<file path="config.mk">
export PLATFORM = sky130hd
export DESIGN_NAME = stg4mem
export DESIGN_NICKNAME = d
export VERILOG_FILES = /design/src/rtl/stg4mem_pkg.sv /design/src/rtl/stg4mem_hold.sv /design/src/rtl/stg4mem.sv
export SDC_FILE = /design/constraint.sdc
export NUM_CORES = 1
export LEC_CHECK = 0
export ABC_AREA = 1
export CORE_MARGIN = 3
export CORE_UTILIZATION = 46
export DETAILED_ROUTE_END_ITERATION = 7
export HOLD_SLACK_MARGIN = 0.12
export PLACE_DENSITY = 0.76
export SLEW_MARGIN = 0
export SYNTH_ARGS = -nofsm -noshare
export SYNTH_HDL_FRONTEND = slang
export SYNTH_SLANG_ARGS = --single-unit
export TNS_END_PERCENT = 1
</file>
<file path="constraint.sdc">
create_clock -name iw_clk -period 12.4 [get_ports iw_clk]
set_clock_uncertainty 0.15 [all_clocks]
set_input_delay 3.72 -clock iw_clk [delete_from_list [all_inputs] [get_ports iw_clk]]
set_output_delay 3.72 -clock iw_clk [all_outputs]
set_load 0.02 [all_outputs]
</file>
<file path="src/rtl/stg4mem_pkg.sv">
// rtl/stg4mem_pkg.sv - shared widths and FSM encoding for the memory-access stage
package stg4mem_pkg;

    localparam int ADDR_W_DEF   = 24;
    localparam int DATA_W_DEF   = 24;
    localparam int OPC_W_DEF    = 8;
    localparam int TGT_GP_W_DEF = 4;
    localparam int TGT_SR_W_DEF = 2;

    typedef enum logic {
        IDLE = 1'b0,
        WAIT = 1'b1
    } state_t;

endpackage

</file>
<file path="src/rtl/stg4mem_hold.sv">
// rtl/stg4mem_hold.sv - capture registers for the instruction waiting on data memory
module stg4mem_hold
    import stg4mem_pkg::*;
#(
    parameter int ADDR_W   = ADDR_W_DEF,
    parameter int DATA_W   = DATA_W_DEF,
    parameter int OPC_W    = OPC_W_DEF,
    parameter int TGT_GP_W = TGT_GP_W_DEF,
    parameter int TGT_SR_W = TGT_SR_W_DEF
) (
    input  logic                iw_clk,
    input  logic                iw_rst,
    input  logic                iw_ld,
    input  logic [ADDR_W-1:0]   iw_pc,
    input  logic [DATA_W-1:0]   iw_instr,
    input  logic [OPC_W-1:0]    iw_opc,
    input  logic [TGT_GP_W-1:0] iw_tgt_gp,
    input  logic                iw_tgt_gp_we,
    input  logic [TGT_SR_W-1:0] iw_tgt_sr,
    input  logic                iw_tgt_sr_we,
    input  logic [DATA_W-1:0]   iw_result,
    input  logic                iw_is_load,
    output logic [ADDR_W-1:0]   ow_pc,
    output logic [DATA_W-1:0]   ow_instr,
    output logic [OPC_W-1:0]    ow_opc,
    output logic [TGT_GP_W-1:0] ow_tgt_gp,
    output logic                ow_tgt_gp_we,
    output logic [TGT_SR_W-1:0] ow_tgt_sr,
    output logic                ow_tgt_sr_we,
    output logic [DATA_W-1:0]   ow_result,
    output logic                ow_is_load
);

    localparam int HOLD_W = ADDR_W + 2*DATA_W + OPC_W + TGT_GP_W + TGT_SR_W + 3;

    logic [HOLD_W-1:0] hold_d;
    logic [HOLD_W-1:0] hold_q;

    always_comb begin
        hold_d = hold_q;
        if (iw_ld) begin
            hold_d = {iw_pc, iw_instr, iw_opc, iw_tgt_gp, iw_tgt_gp_we,
                      iw_tgt_sr, iw_tgt_sr_we, iw_result, iw_is_load};
        end
    end

    always_ff @(posedge iw_clk or posedge iw_rst) begin
        if (iw_rst) begin
            hold_q <= '0;
        end else begin
            hold_q <= hold_d;
        end
    end

    assign {ow_pc, ow_instr, ow_opc, ow_tgt_gp, ow_tgt_gp_we,
            ow_tgt_sr, ow_tgt_sr_we, ow_result, ow_is_load} = hold_q;

endmodule

</file>
<file path="src/rtl/stg4mem.sv">
// rtl/stg4mem.sv - memory-access pipeline stage; STG4MEM_TIMEOUT_EN adds an ack watchdog
module stg4mem
    import stg4mem_pkg::*;
#(
    parameter int ADDR_W         = ADDR_W_DEF,
    parameter int DATA_W         = DATA_W_DEF,
    parameter int OPC_W          = OPC_W_DEF,
    parameter int TGT_GP_W       = TGT_GP_W_DEF,
    parameter int TGT_SR_W       = TGT_SR_W_DEF,
    parameter int TIMEOUT_CYCLES = 255
) (
    input  logic                iw_clk,
    input  logic                iw_rst,
    input  logic                iw_valid,
    output logic                ow_stall,
    input  logic [ADDR_W-1:0]   iw_pc,
    input  logic [DATA_W-1:0]   iw_instr,
    input  logic [OPC_W-1:0]    iw_opc,
    input  logic [TGT_GP_W-1:0] iw_tgt_gp,
    input  logic                iw_tgt_gp_we,
    input  logic [TGT_SR_W-1:0] iw_tgt_sr,
    input  logic                iw_tgt_sr_we,
    input  logic [DATA_W-1:0]   iw_result,
    input  logic [ADDR_W-1:0]   iw_mem_addr,
    input  logic [DATA_W-1:0]   iw_store_data,
    input  logic                iw_is_load,
    input  logic                iw_is_store,
    output logic                ow_mem_req,
    output logic                ow_mem_we,
    output logic [ADDR_W-1:0]   ow_mem_addr,
    output logic [DATA_W-1:0]   ow_mem_wdata,
    input  logic                iw_mem_ack,
    input  logic [DATA_W-1:0]   iw_mem_rdata,
    output logic                ow_valid,
    output logic [ADDR_W-1:0]   ow_pc,
    output logic [DATA_W-1:0]   ow_instr,
    output logic [OPC_W-1:0]    ow_opc,
    output logic [TGT_GP_W-1:0] ow_tgt_gp,
    output logic                ow_tgt_gp_we,
    output logic [TGT_SR_W-1:0] ow_tgt_sr,
    output logic                ow_tgt_sr_we,
    output logic [DATA_W-1:0]   ow_result
`ifdef STG4MEM_TIMEOUT_EN
    ,
    output logic                ow_mem_fault
`endif
);

    localparam int WB_W = 1 + ADDR_W + 2*DATA_W + OPC_W + TGT_GP_W + TGT_SR_W + 2;

    state_t              state_d, state_q;
    logic [WB_W-1:0]     wb_d, wb_q;
    logic                mem_req_d, mem_req_q;
    logic                mem_we_d, mem_we_q;
    logic [ADDR_W-1:0]   mem_addr_d, mem_addr_q;
    logic [DATA_W-1:0]   mem_wdata_d, mem_wdata_q;
    logic                hold_ld;
    logic                mem_op;
    logic                tmo_hit;

    logic [ADDR_W-1:0]   h_pc;
    logic [DATA_W-1:0]   h_instr;
    logic [OPC_W-1:0]    h_opc;
    logic [TGT_GP_W-1:0] h_tgt_gp;
    logic                h_tgt_gp_we;
    logic [TGT_SR_W-1:0] h_tgt_sr;
    logic                h_tgt_sr_we;
    logic [DATA_W-1:0]   h_result;
    logic                h_is_load;

    assign mem_op = iw_is_load | iw_is_store;

`ifdef STG4MEM_TIMEOUT_EN
    localparam int CNT_W = ($clog2(TIMEOUT_CYCLES + 1) > 8) ? $clog2(TIMEOUT_CYCLES + 1) : 8;

    logic [CNT_W-1:0] cnt_d, cnt_q;
    logic             fault_d, fault_q;

    // cnt_q counts completed WAIT cycles, so the hit fires in the TIMEOUT_CYCLES-th one
    assign tmo_hit      = (state_q == WAIT) && (cnt_q == CNT_W'(TIMEOUT_CYCLES - 1));
    assign ow_mem_fault = fault_q;
`else
    assign tmo_hit = 1'b0;
`endif

    stg4mem_hold #(
        .ADDR_W   (ADDR_W),
        .DATA_W   (DATA_W),
        .OPC_W    (OPC_W),
        .TGT_GP_W (TGT_GP_W),
        .TGT_SR_W (TGT_SR_W)
    ) u_hold (
        .iw_clk       (iw_clk),
        .iw_rst       (iw_rst),
        .iw_ld        (hold_ld),
        .iw_pc        (iw_pc),
        .iw_instr     (iw_instr),
        .iw_opc       (iw_opc),
        .iw_tgt_gp    (iw_tgt_gp),
        .iw_tgt_gp_we (iw_tgt_gp_we),
        .iw_tgt_sr    (iw_tgt_sr),
        .iw_tgt_sr_we (iw_tgt_sr_we),
        .iw_result    (iw_result),
        .iw_is_load   (iw_is_load),
        .ow_pc        (h_pc),
        .ow_instr     (h_instr),
        .ow_opc       (h_opc),
        .ow_tgt_gp    (h_tgt_gp),
        .ow_tgt_gp_we (h_tgt_gp_we),
        .ow_tgt_sr    (h_tgt_sr),
        .ow_tgt_sr_we (h_tgt_sr_we),
        .ow_result    (h_result),
        .ow_is_load   (h_is_load)
    );

    always_comb begin
        state_d     = state_q;
        wb_d        = '0;
        mem_req_d   = mem_req_q;
        mem_we_d    = mem_we_q;
        mem_addr_d  = mem_addr_q;
        mem_wdata_d = mem_wdata_q;
        hold_ld     = 1'b0;
`ifdef STG4MEM_TIMEOUT_EN
        cnt_d       = cnt_q;
        fault_d     = 1'b0;
`endif
        case (state_q)
            IDLE: begin
                if (iw_valid && mem_op) begin
                    hold_ld     = 1'b1;
                    mem_req_d   = 1'b1;
                    mem_we_d    = iw_is_store & ~iw_is_load;
                    mem_addr_d  = iw_mem_addr;
                    mem_wdata_d = iw_store_data;
                    state_d     = WAIT;
`ifdef STG4MEM_TIMEOUT_EN
                    cnt_d       = '0;
`endif
                end else if (iw_valid) begin
                    wb_d = {1'b1, iw_pc, iw_instr, iw_opc, iw_tgt_gp, iw_tgt_gp_we,
                            iw_tgt_sr, iw_tgt_sr_we, iw_result};
                end
            end
            WAIT: begin
                if (iw_mem_ack) begin
                    wb_d = {1'b1, h_pc, h_instr, h_opc, h_tgt_gp, h_tgt_gp_we,
                            h_tgt_sr, h_tgt_sr_we, h_is_load ? iw_mem_rdata : h_result};
                    mem_req_d = 1'b0;
                    mem_we_d  = 1'b0;
                    state_d   = IDLE;
                end
`ifdef STG4MEM_TIMEOUT_EN
                else if (tmo_hit) begin
                    mem_req_d = 1'b0;
                    mem_we_d  = 1'b0;
                    fault_d   = 1'b1;
                    state_d   = IDLE;
                end else begin
                    cnt_d = cnt_q + CNT_W'(1);
                end
`endif
            end
            default: state_d = IDLE;
        endcase
    end

    always_ff @(posedge iw_clk or posedge iw_rst) begin
        if (iw_rst) begin
            state_q     <= IDLE;
            wb_q        <= '0;
            mem_req_q   <= 1'b0;
            mem_we_q    <= 1'b0;
            mem_addr_q  <= '0;
            mem_wdata_q <= '0;
`ifdef STG4MEM_TIMEOUT_EN
            cnt_q       <= '0;
            fault_q     <= 1'b0;
`endif
        end else begin
            state_q     <= state_d;
            wb_q        <= wb_d;
            mem_req_q   <= mem_req_d;
            mem_we_q    <= mem_we_d;
            mem_addr_q  <= mem_addr_d;
            mem_wdata_q <= mem_wdata_d;
`ifdef STG4MEM_TIMEOUT_EN
            cnt_q       <= cnt_d;
            fault_q     <= fault_d;
`endif
        end
    end

    // Upstream advances on the ack (or abort) edge, so stall drops combinationally there
    assign ow_stall = ~iw_rst & ((state_q == IDLE) ? (iw_valid & mem_op)
                                                   : (~iw_mem_ack & ~tmo_hit));

    assign {ow_valid, ow_pc, ow_instr, ow_opc, ow_tgt_gp, ow_tgt_gp_we,
            ow_tgt_sr, ow_tgt_sr_we, ow_result} = wb_q;
    assign ow_mem_req   = mem_req_q;
    assign ow_mem_we    = mem_we_q;
    assign ow_mem_addr  = mem_addr_q;
    assign ow_mem_wdata = mem_wdata_q;

endmodule

</file>
==> flow_summary_export.csv <==
group,metric,value,unit
floorplanning,die_h,149,µm
critical_path,worstPathMaxFanout,62,
clocking,clk_latency,500,ps
floorplanning,die_area,22300,µm²
floorplanning,rows,51,
finish,drive_gt1_share,3.77,%
sta,period_share,81.9,%
yosys,synth.ff_latch_count,229,
power_and_ir_drop,combPwrFrac,23.6,%
finish,fin_nets,1504,
clocking,cts_tree,"done",
critical_path,ff2ff_setup_slack,10040,ps
yosys,yosysSeqAreaShare,60.6,%
drt,viasPerCell,5.06,
clocking,root_buffer,"clkbuf_16",
power_and_ir_drop,p_sw_share,29.2,%
power_and_ir_drop,p_clk_share,32.7,%
clocking,post_cts_buffers,0,
outcome,status,"completed",
yosys,yosys_warnings,0,
critical_path,critPathLaunchType,"primary input",
finish,nFillCells,1612,
floorplanning,io_pins,306,
global_route,antenna_found_initial,1,
drt,first_iter_violations,506,
job,maxCapViolations,0,
yosys,netlist_instances,1077,
sta,worst_pin_slew,1060,ps
worst_hold_path,min_path_cells,2,
yosys,synth_area_leaders,"dfrtp_1, nand2_1, nand3_1, buf_6, buf_4",
placed_design,pre_cts_slack,2200,ps
global_route,overflow,0,
drt,drc,0,
yosys,syn_avg_cell_area,8.78,µm²
global_route,track_usage,22.8,%
clocking,cts_made_buffers,24,
sta,period_needed,10160,ps
placed_design,routabilityCongestion,0.833,
global_route,grt_max_degree,227,
yosys,syn-cell-area,9460,µm²
sta,finalSetupTns,0,ps
placed_design,io_buffers,305,
critical_path,reg2reg_to,"u_hold.hold_q[54]$_DFFE_PP0P_",
clocking,clk_pin_slew,60,ps
sta,grt_setup_unrepaired,"no",
clocking,cts_buffer_depth,3,
finish,final_common_cell,"nand2_1",
drt,dr.pass1.iters,4,
yosys,synth_area_leader_cell,"dfrtp_1",
clocking,tritoncts_num_sinks,229,
yosys,synth.area.mux_share,0,%
floorplanning,core_area,19800,µm²
sta,finalSetupViolCount,0,
drt,vias,8191,
sta,slew_headroom,29.0,%
finish,syn_to_final_growth,39.7,%
worst_hold_path,min_path_type,"flop to flop",
floorplanning,start_util,47.7,%
critical_path,max_stage_delay,620,ps
global_route,grt_pass1_vias,7975,
critical_path,worst_ep_required_time,8530,ps
sta,clock.fmax,98.4,MHz
critical_path,crit_chain,"clkdlybuf4s50_1 -> inv_1 -> nand2_4 -> nand2_4 -> a21oi_1 -> clkdlybuf4s50_1",
finish,stdcell_count,1620,
power_and_ir_drop,p_switching,0.629,mW
worst_hold_path,hp-start,"ow_mem_wdata[7]$_DFFE_PP0P_",
clocking,htree_num_levels,1,
power_and_ir_drop,p_seq_share,43.7,%
placed_design,numPlacedInstances,1577,
sta,worst_slack,2240,ps
global_route,grt_pass1_wl,41200,µm
critical_path,arrival,6290,ps
placed_design,dp_hpwl,16100,µm
sta,hold_viol_final,0,
yosys,synthSimpleGateAreaFrac,31.4,%
yosys,synth_top_family_by_area,"simple AND/OR/NAND/NOR gates",
yosys,synth_nets,1243,
yosys,synth_compound_area_share,1.32,%
power_and_ir_drop,vdd_drop_max,0.116,mV
yosys,synth_top_area_share,60.6,%
yosys,synthAdderAreaFrac,0,%
critical_path,r2r_start,"state_q$_DFF_PP0_",
clocking,ctsHoldBuffers,0,
power_and_ir_drop,p_int,1.52,mW
worst_hold_path,whs_endpoint,"ow_mem_wdata[7]$_DFFE_PP0P_",
floorplanning,die_w,149,µm
critical_path,worst_setup_path_end_kind,"output port",
power_and_ir_drop,power_density,163,nW/µm²
critical_path,reg2reg_depth,5,
critical_path,critical_path_class,"primary input to output port",
drt,wl_per_cell,16.1,µm
yosys,synth-xor-area-share,0,%
drt,ant_nets,0,
yosys,synth_cell_type_count,16,
sta,slew_viol_final,0,
finish,final_cell_mix,"nand2_1, clkdlybuf4s50_1, dfrtp_1",
power_and_ir_drop,leakagePower,6.60,nW
drt,drt_wl_total,26000,µm
clocking,cts_resized,0,
critical_path,cp_slowest_cell,"clkdlybuf4s50_1",
[cells by family (layout without fill, tap and decap cells)]
kind of cell | after synthesis | count (layout)
and+or+nand+nor | 714 | 714
buffers and inverters | 109 | 386
DFF | 229 | 229
AOI/OAI and AO/OA | 25 | 25
other | 0 | 1
[power by group through the flow]
stage | Clock, mW | Combinational, mW | Sequential, mW
after floorplan | 0 | 0.198 | 1.02
after global placement | 0 | 0.502 | 0.948
after detailed placement | 0 | 0.510 | 0.951
after CTS | 0.717 | 0.513 | 0.940
after global routing | 0.750 | 0.557 | 0.953
final | 0.703 | 0.507 | 0.940
[per-stage QoR]
step	utilization (%)	total power [mW]	hold WS, ps	area (µm²)
CTS	66.6	2.17	322	13200
global route	66.6	2.26	337	13200
detailed placement	62.6	1.46	308	12400
finish	66.6	2.15	318	13200
global placement	62.6	1.45	303	12400
floorplan	-	1.22	292	9460
[Yosys cell counts]
master	n
buf_4	19
nand2_1	463
dfrtp_1	229
nor2_2	1
nor2_1	24
clkbuf_1	8
a21oi_1	1
inv_2	2
o21ai_0	24
buf_6	15
buf_2	28
buf_1	8
nand3_1	224
inv_1	29
nand3b_1	1
nor2_4	1
[worst max path at each step]
stage               slack [ps]                    endpoint  startpoint
finish                    2240                    ow_stall  iw_is_load
global route              1990                    ow_stall  iw_is_load
CTS                       2170                    ow_stall  iw_is_load
detailed placement        2200                    ow_stall  iw_is_load
global placement          2160                    ow_stall  iw_is_load
floorplan                 2250  ow_mem_addr[0]$_DFFE_PP0P_      iw_rst
[flip-flops by register name, indices dropped and copies added (netlist names)]
register,cells
u_hold.hold_q,89
ow_mem_we,1
ow_mem_addr,24
wb_q,89
state_q,1
ow_mem_wdata,24
ow_mem_req,1
[worst max-delay path: cells and delay by family]
kind                   cells  cell delay [ps]
AND/OR/NAND/NOR            2             1020
AO/OA/AOI/OAI              1              270
buffers and inverters      3             1260
[per-layer routing]
metal  up-vias  routed length, µm  global-route usage, %
met1      3920              10400                   29.8
met2       288              12600                   37.1
met3        47               2280                   6.53
li1       3936                  -                      -
met5         -                  0                      0
met4         0                760                   7.09
[final cells by class]
class	instances	area, µm²	share of cell area, %
inverters	31	124	0.937
diodes	1	2.50	0.0189
well taps	265	332	2.51
repair buffers	313	3130	23.7
multi-input cells	739	3120	23.6
clock buffers	37	731	5.53
clock inverters	5	50.0	0.379
flip-flops and latches	229	5730	43.4
No activity file was read; power rests on OpenSTA's default activity.
